## src/rtl/sat_counter.sv

```systemverilog
`default_nettype none
// ============================================================================
// Module      : sat_counter
// Description : Up-counter that sticks at all-ones. Clear wins over an
//               increment on the same edge.
//   clock     : rising-edge clock
//   i_reset_n : asynchronous active-low reset
//   i_clear   : synchronous clear
//   i_inc     : increment request
//   o_count   : current count
// Revision    : 1.0 - initial release
// ============================================================================
module sat_counter #(
    parameter int WIDTH = 32
) (
    input  wire logic             clock,
    input  wire logic             i_reset_n,
    input  wire logic             i_clear,
    input  wire logic             i_inc,
    output logic      [WIDTH-1:0] o_count
);

    logic [WIDTH-1:0] count_q;
    logic [WIDTH-1:0] count_d;

    always_comb begin
        count_d = count_q;
        if (i_clear) begin
            count_d = '0;
        end else if (i_inc && (count_q != {WIDTH{1'b1}})) begin
            count_d = count_q + WIDTH'(1);
        end
    end

    always_ff @(posedge clock or negedge i_reset_n) begin
        if (!i_reset_n) begin
            count_q <= '0;
        end else begin
            count_q <= count_d;
        end
    end

    assign o_count = count_q;

endmodule
`default_nettype wire

```

## config.mk

```make
export PLATFORM = sky130hd
export DESIGN_NAME = sat_counter
export DESIGN_NICKNAME = d
export VERILOG_FILES = /design/src/rtl/sat_counter.sv
export SDC_FILE = /design/constraint.sdc
export NUM_CORES = 1
export LEC_CHECK = 0
export CORE_MARGIN = 1.5
export CORE_UTILIZATION = 35
export DETAILED_ROUTE_END_ITERATION = 10
export HOLD_SLACK_MARGIN = 0.1
export PLACE_DENSITY = 0.65
export SKIP_CTS_REPAIR_TIMING = 1
export SLEW_MARGIN = 10
export SYNTH_ARGS = -nofsm -noshare
export SYNTH_HDL_FRONTEND = slang
export SYNTH_SLANG_ARGS = --single-unit
```

## constraint.sdc

```tcl
create_clock -name clock -period 2.7 [get_ports clock]
set_clock_uncertainty 0.05 [all_clocks]
set_input_delay 0.27 -clock clock [delete_from_list [all_inputs] [get_ports clock]]
set_output_delay 0.27 -clock clock [all_outputs]
set_load 0.01 [all_outputs]
```

# == Yosys cells after proc, flatten, opt, wreduce, memory -nomap -nowiden ==
# Index checks and enable logic that the tools add are counted.
# totals
word_cells,7
output_inout_bits,32
input_bits,4
ff_bits,32
# op_classes
n_mux,2
addsub,1
eq_ne,1
reduce_logical,2
# ops
operator,n
$mux 32,2
$add 32x1->32 const B,1
$ne 32x32->1 const B,1
$reduce_bool 2->1,1
$logic_and 1x1->1,1

# == Depth between registers and ports, before layout ==
# Gate-level depths: netlist of the first run.
# logic_depth
ltp_word,4
mapped_depth,8
mapped_depth_nobuf,6

# == Worst setup path after synthesis of the first run ==
# No wires, ideal clock.
# synth_path
path_kind,register -> register
from,"register count_q[0], in the netlist o_count[0]"
to,"register count_q[3], in the netlist o_count[3]"
n_path_buf,0
stages_incl_launch_ff,7
required_ps,2525
arrival_ps,1865
synth_period_minus_slack_ps,2040
setup_time_ps,125
path_slack_ps,660
path_cell_list,dfrtp_1 -> ha_1 -> nand4_1 -> nor4_2 -> a31oi_4 -> and3_4 -> mux2_4
# synth_between
elab_chain_cells,3
word_cells_on_any_way,6
cone_classes,add/sub (1); eq/ne (1); mux (2); reduce/logical (2)
# synth_rtl
element,line,source
"start, declared",23,logic [WIDTH-1:0] count_q;
"start signal, assigned",39,count_q <= count_d;
$add 32x1->32 / $ne 32x32->1 (equally long branches),"31, 30",
$mux 32 / $logic_and 1x1->1 (equally long branches),30,end else if (i_inc && (count_q != {WIDTH{1'b1}})) begin
$mux 32 / $reduce_bool 2->1 (equally long branches),--,
# Several ways; a longest one is shown, not always the timed one. The select of a mux whose other input is x is not followed.
# A chain may end at the register's enable or synchronous reset.

# == Worst setup path in the final report of the first run ==
# layout_path
from,"register count_q[0], in the netlist o_count[0]"
to,"register count_q[29], in the netlist o_count[29]"
# The elaborated chain is that of the path after synthesis.

==> flow_summary_export.csv, run 1 <==
group,metric,value,unit
global_route,antenna_found_initial,0,
floorplanning,dieArea,5740,um^2
global_route,grt_pass1_wl,7.27,mm
clock_network,cts_htree_levels,2,
detailed_routing,drt_iter0_drc,78,
setup_path,end_kind,"flop",
synth,syn_area_per_cell,9.37,um^2
sta,setup_tns,0,ps
cells_and_area,drive_above_1_share,0.118,
sta,clock.fmax,443,MHz
global_route,grt_usage,0.169,
detailed_routing,drc,0,
cells_and_area,syn_to_final_growth,28.5,%
power,p_per_area,386,nW/um^2
setup_path,reg2reg_from,"o_count[0]$_DFFE_PN0P_",
floorplanning,rows,26,
detailed_routing,vias,1582,
synth,netlist_instances,198,
floorplanning,fp.coreArea,5110,um^2
floorplanning,start_util,0.363,
sta,setup_viol,0,
detailed_routing,ant_nets,0,
place,port_buffers,35,
sta,drv_slew,0,
setup_path,r2r_cells,6,
power,peakVddDrop,0.234,mV
synth,ys.flop_type,"dfrtp_1",
cells_and_area,final_net_count,242,
sta,tightest_slew,744,ps
floorplanning,die_w,75.8,um
floorplanning,pin_count,36,
setup_path,required,2820,ps
floorplanning,dieHeight,75.8,um
sta,rsz0062_at_grt,"false",
place,place_hpwl,3.08,mm
synth,yosys_warnings,0,
detailed_routing,drt_wl_total,4.27,mm
cells_and_area,antenna_cells,0,
synth,synth_nets,203,
cells_and_area,multi_input_area,995,um^2
synth,ys_seq_area_frac,0.432,
setup_path,critPathKind,"flop to flop",
detailed_routing,drt-pass1-iter-count,4,
setup_path,path_max_fanout,19,
sta,period_needed,2260,ps
sta,fin_crit_sh,0.835,
cells_and_area,fillers,518,
cells_and_area,seq_area,801,um^2
setup_path,r2r_slack,440,ps
run,drv_cap,0,
setup_path,cp-start-kind,"flop",
outcome,run_status,"finished clean",
synth,synthArstFlopShare,1.00,
setup_path,crit_arrival,2380,ps
clock_network,cts_buffer_depth,2,
global_route,grt_pass1_vias,1525,
synth,synth_seq_cells,32,
clock_network,worstSkewPairLatency,280,ps
clock_network,numCtsBuffers,5,
cells_and_area,finalCoreUtilization,0.466,
synth,synth_area,1850,um^2
clock_network,cts.clk_slew.worst_paths,70,ps
synth,synth_cell_type_count,42,
detailed_routing,viasPerCell,5.14,
detailed_routing,post_drt_wl_per_cell,13.9,um
power,p_leak,0.936,nW
place,gp_congestion,0.806,
cells_and_area,largest_reg_flops,32,
global_route,grt_max_degree,33,
clock_network,ctsRootBufferMaster,"clkbuf_8",
sta,relSlewSlack,0.500,
clock_network,cts_tree,"yes",
global_route,grt_remaining_overflow,0,
setup_path,reg2reg_to,"o_count[29]$_DFFE_PN0P_",
worst_hold_path,hold_class,"input pin to asynchronous set/reset pin",
clock_network,cts_num_sinks,32,
sta,hold_viol,0,
synth,synth_edf_count,0,
[worst max-delay path by stage]
stage	slack, ps	end	from	cells past startpoint
5_1_grt	240	o_count[19]$_DFFE_PN0P_	o_count[0]$_DFFE_PN0P_	6
4_1_cts	430	o_count[29]$_DFFE_PN0P_	o_count[0]$_DFFE_PN0P_	6
6_report	440	o_count[29]$_DFFE_PN0P_	o_count[0]$_DFFE_PN0P_	6
2_1_floorplan	660	o_count[3]$_DFFE_PN0P_	o_count[0]$_DFFE_PN0P_	6
3_3_place_gp	350	o_count[31]$_DFFE_PN0P_	i_inc	6
3_5_place_dp	270	o_count[29]$_DFFE_PN0P_	i_inc	6
[stage by stage]
step	hold slack (ps)	total power, W	worst slack (ps)	cell area, um^2	std cells
2_1_floorplan	-75.6	0.000518	660	1850	198
3_3_place_gp	532	0.000546	345	2290	300
3_5_place_dp	542	0.000548	274	2290	300
4_1_cts	337	0.000937	427	2380	308
5_1_grt	369	0.000960	236	2380	308
6_report	329	0.000919	444	2380	308
[placed cells by master (no fill, tap or decap), types with 6 or more instances in the layout]
master,synthesis,routed
clkdlybuf4s50_1,0,35
a21oi_1,11,11
clkbuf_8,0,6
dfrtp_1,32,32
and3_1,7,7
xnor2_1,10,10
nand4_1,6,6
inv_1,7,7
nand2_1,11,11
nor2_1,26,26
nand3_1,12,12
nor2b_1,6,6
[synth_stat cells (2+ instances only)]
library cell | instances | area share
clkbuf_1 | 4 | 0.0081
nand2_1 | 11 | 0.022
o21ai_0 | 4 | 0.011
a21o_1 | 3 | 0.012
or4_1 | 3 | 0.012
nor2b_1 | 6 | 0.020
nor2_1 | 26 | 0.053
nor4_1 | 4 | 0.013
nand4_1 | 6 | 0.020
mux2_2 | 5 | 0.030
dfrtp_1 | 32 | 0.43
inv_1 | 7 | 0.014
a21oi_1 | 11 | 0.030
nand3_1 | 12 | 0.032
o31ai_1 | 3 | 0.012
buf_2 | 2 | 0.0054
nand2b_1 | 2 | 0.0067
or3_1 | 5 | 0.017
and3_1 | 7 | 0.024
a31o_2 | 2 | 0.0094
and2_1 | 3 | 0.010
nor3_1 | 4 | 0.011
xor2_1 | 3 | 0.014
a211oi_1 | 5 | 0.020
xnor2_1 | 10 | 0.047
nor4_2 | 2 | 0.013
[final cells by class]
class | count | area share
clock buffer | 6 | 0.0347
clock inverter | 2 | 0.00420
inverter | 7 | 0.0110
multi-input combinational | 152 | 0.418
sequential | 32 | 0.336
tap | 70 | 0.0368
timing repair buffer | 39 | 0.160
[metal layers]
| layer | up-vias | GRT usage | routed length (um) |
|---|---|---|---|
| met5 | - | 0 | 0 |
| met4 | 0 | 0.0774 | 44 |
| met3 | 4 | 0.0317 | 175 |
| met2 | 35 | 0.261 | 1890 |
| met1 | 753 | 0.229 | 2170 |
| li1 | 790 | - | - |
[critical path: stages, from the launching register on]
cell	delay (ps)
dfrtp_1	430
ha_1	270
nand4_1	210
nor4_2	70
a21o_1	370
nor4_1	370
mux2_2	370
[where the power goes]
group / total, W / leakage, nW / internal (W) / switching (W)
clock network: 0.000381 / 0.0510 / 0.000203 / 0.000178
registers: 0.000487 / 0.446 / 0.000482 / 0.00000469
logic: 0.0000502 / 0.440 / 0.0000200 / 0.0000302
total: 0.000919 / 0.936 / 0.000706 / 0.000213
[cells by family (layout without fill, tap and decap cells)]
kind of cell / Yosys count / after routing / share of synthesized area
XOR/XNOR: 13 / 13 / 0.0614
multiplexers: 7 / 7 / 0.0439
flip-flops: 32 / 32 / 0.432
AND/OR/NAND/NOR: 99 / 99 / 0.305
buffers and inverters: 14 / 54 / 0.0317
adder cells (fa/ha/maj): 1 / 1 / 0.00675
AO/OA/AOI/OAI: 32 / 32 / 0.119
(Power assumes the default switching activity.)
==> run 2: changes to the inputs <==
Clock period 2.7 ns to 2.24 ns, I/O delays scaled along.
==> run 2 against run 1 <==
  * Non-clock buffer count rose by 9
  * Combinational power up 33%
  * Largest cell class unchanged
  * Global-route usage is 0.35 points lower
  * Critical path depth is the same
  * Register-to-register slack got worse by 270 ps
  * Via count rose by 2.8%
  * Routed wire length rose by 1.8%
  * Die area unchanged
  * Total power grew 17%
  * Sequential cell count is the same
  * Fmax grew 9.3%
  * Clock power rose by 12%
  * Highest routed layer unchanged
==> flow_summary_export.csv, run 2 (synthesis gave the netlist of run 1 again) <==
group,metric,value,unit
place,port_buffers,35,
global_route,grt_remaining_overflow,0,
cells_and_area,largest_reg_flops,32,
setup_path,crit_arrival,2190,ps
floorplanning,die_w,75.8,um
sta,tightest_slew,614,ps
sta,relSlewSlack,0.587,
setup_path,critPathKind,"flop to flop",
sta,hold_viol,0,
cells_and_area,final_net_count,251,
sta,rsz0062_at_grt,"false",
detailed_routing,drt_iter0_drc,65,
floorplanning,start_util,0.363,
cells_and_area,antenna_cells,0,
clock_network,cts_num_sinks,32,
outcome,run_status,"finished clean",
cells_and_area,syn_to_final_growth,32.3,%
power,p_leak,0.976,nW
setup_path,path_max_fanout,12,
cells_and_area,drive_above_1_share,0.146,
cells_and_area,seq_area,801,um^2
setup_path,end_kind,"flop",
cells_and_area,fillers,514,
sta,setup_viol,0,
power,peakVddDrop,0.321,mV
cells_and_area,layout_commonest_cell,"clkdlybuf4s50_1",
place,gp_congestion,0.750,
setup_path,cp-start-kind,"flop",
clock_network,cts.clk_slew.worst_paths,70,ps
run,drv_cap,0,
detailed_routing,drc,0,
floorplanning,dieHeight,75.8,um
clock_network,cts_tree,"yes",
sta,clock.fmax,485,MHz
detailed_routing,drt_wl_total,4.35,mm
detailed_routing,drt-pass1-iter-count,4,
sta,worst_hold_slack,291,ps
clock_network,worstSkewPairLatency,290,ps
floorplanning,fp.coreArea,5110,um^2
global_route,antenna_found_initial,0,
detailed_routing,post_drt_wl_per_cell,13.8,um
clock_network,cts_htree_levels,2,
sta,period_needed,2060,ps
setup_path,required,2360,ps
clock_network,ctsRootBufferMaster,"clkbuf_8",
global_route,grt_pass1_vias,1502,
global_route,grt_usage,0.166,
power,power,0.00108,W
power,p_per_area,440,nW/um^2
sta,fin_crit_sh,0.921,
sta,drv_slew,0,
detailed_routing,viasPerCell,5.15,
sta,setup_tns,0,ps
global_route,grt_max_degree,41,
floorplanning,pin_count,36,
detailed_routing,vias,1626,
cells_and_area,multi_input_area,1000,um^2
place,place_hpwl,3.03,mm
floorplanning,rows,26,
cells_and_area,final_cell_mix,"clkdlybuf4s50_1 (35), dfrtp_1 (32), nor2_1 (26)",
detailed_routing,ant_nets,0,
worst_hold_path,hold_class,"input pin to asynchronous set/reset pin",
clock_network,numCtsBuffers,5,
global_route,grt_pass1_wl,7.05,mm
floorplanning,dieArea,5740,um^2
clock_network,cts_buffer_depth,2,
[run 2: cell types whose count changed in the layout (fill, tap and decap cells not counted), sizes merged]
| cell | previous run | this run |
|---|---|---|
| clkinv | 2 | 1 |
| buf | 4 | 13 |
[run 2: worst paths after layout]
kind,startpoint,end,slack [ps],cells after the start
max,o_count[1]$_DFFE_PN0P_,o_count[31]$_DFFE_PN0P_,180,6
min,i_reset_n,o_count[8]$_DFFE_PN0P_,290,2
max reg2reg,o_count[1]$_DFFE_PN0P_,o_count[31]$_DFFE_PN0P_,180,6
min reg2reg,o_count[15]$_DFFE_PN0P_,o_count[15]$_DFFE_PN0P_,550,2
max in group asynchronous,i_reset_n,o_count[9]$_DFFE_PN0P_,1550,2
min in group clock,o_count[15]$_DFFE_PN0P_,o_count[15]$_DFFE_PN0P_,550,2
[run 2: final cells by class]
type / count / area share
inverters: 7 / 0.0107
well taps: 70 / 0.0357
multi-input cells: 152 / 0.408
clock buffers: 6 / 0.0296
flip-flops and latches: 32 / 0.326
clock inverters: 1 / 0.00204
repair buffers: 48 / 0.188
[run 2: power by group]
part           switching, W  internal (W)  leakage, nW
Clock              0.000215      0.000211       0.0410
Combinational     0.0000383     0.0000284        0.489
Sequential       0.00000385      0.000581        0.446
[run 2: worst max-delay path, stage by stage, from the launching register on]
cell and delay (ps):
dfrtp_1 420, ha_1 240, nand4_1 160, nor4_2 70, a21o_1 330, nor4_1 330
mux2_2 360
[run 2: per-layer routing]
metal  global-route usage  part of all wire
met5                    0                 0
met4               0.0655             0.016
met3               0.0476             0.043
met2                0.250              0.45
met1                0.223              0.49
[run 2: metrics by stage]
stage	setup WS [ps]	area [um^2]	util	instances
final	176	2450	0.480	316
after global routing	8.46	2450	0.480	316
after CTS	176	2450	0.479	316
after detailed placement	21.4	2370	0.464	309
after global placement	52.1	2370	0.464	309
after floorplan	200	1850	-	198
==> run 3: changes to the inputs <==
Settings changed: CTS_CLUSTER_DIAMETER set to 150.
==> results of run 3 <==
Final layout, timing and power as in run 2 (identical DEF).
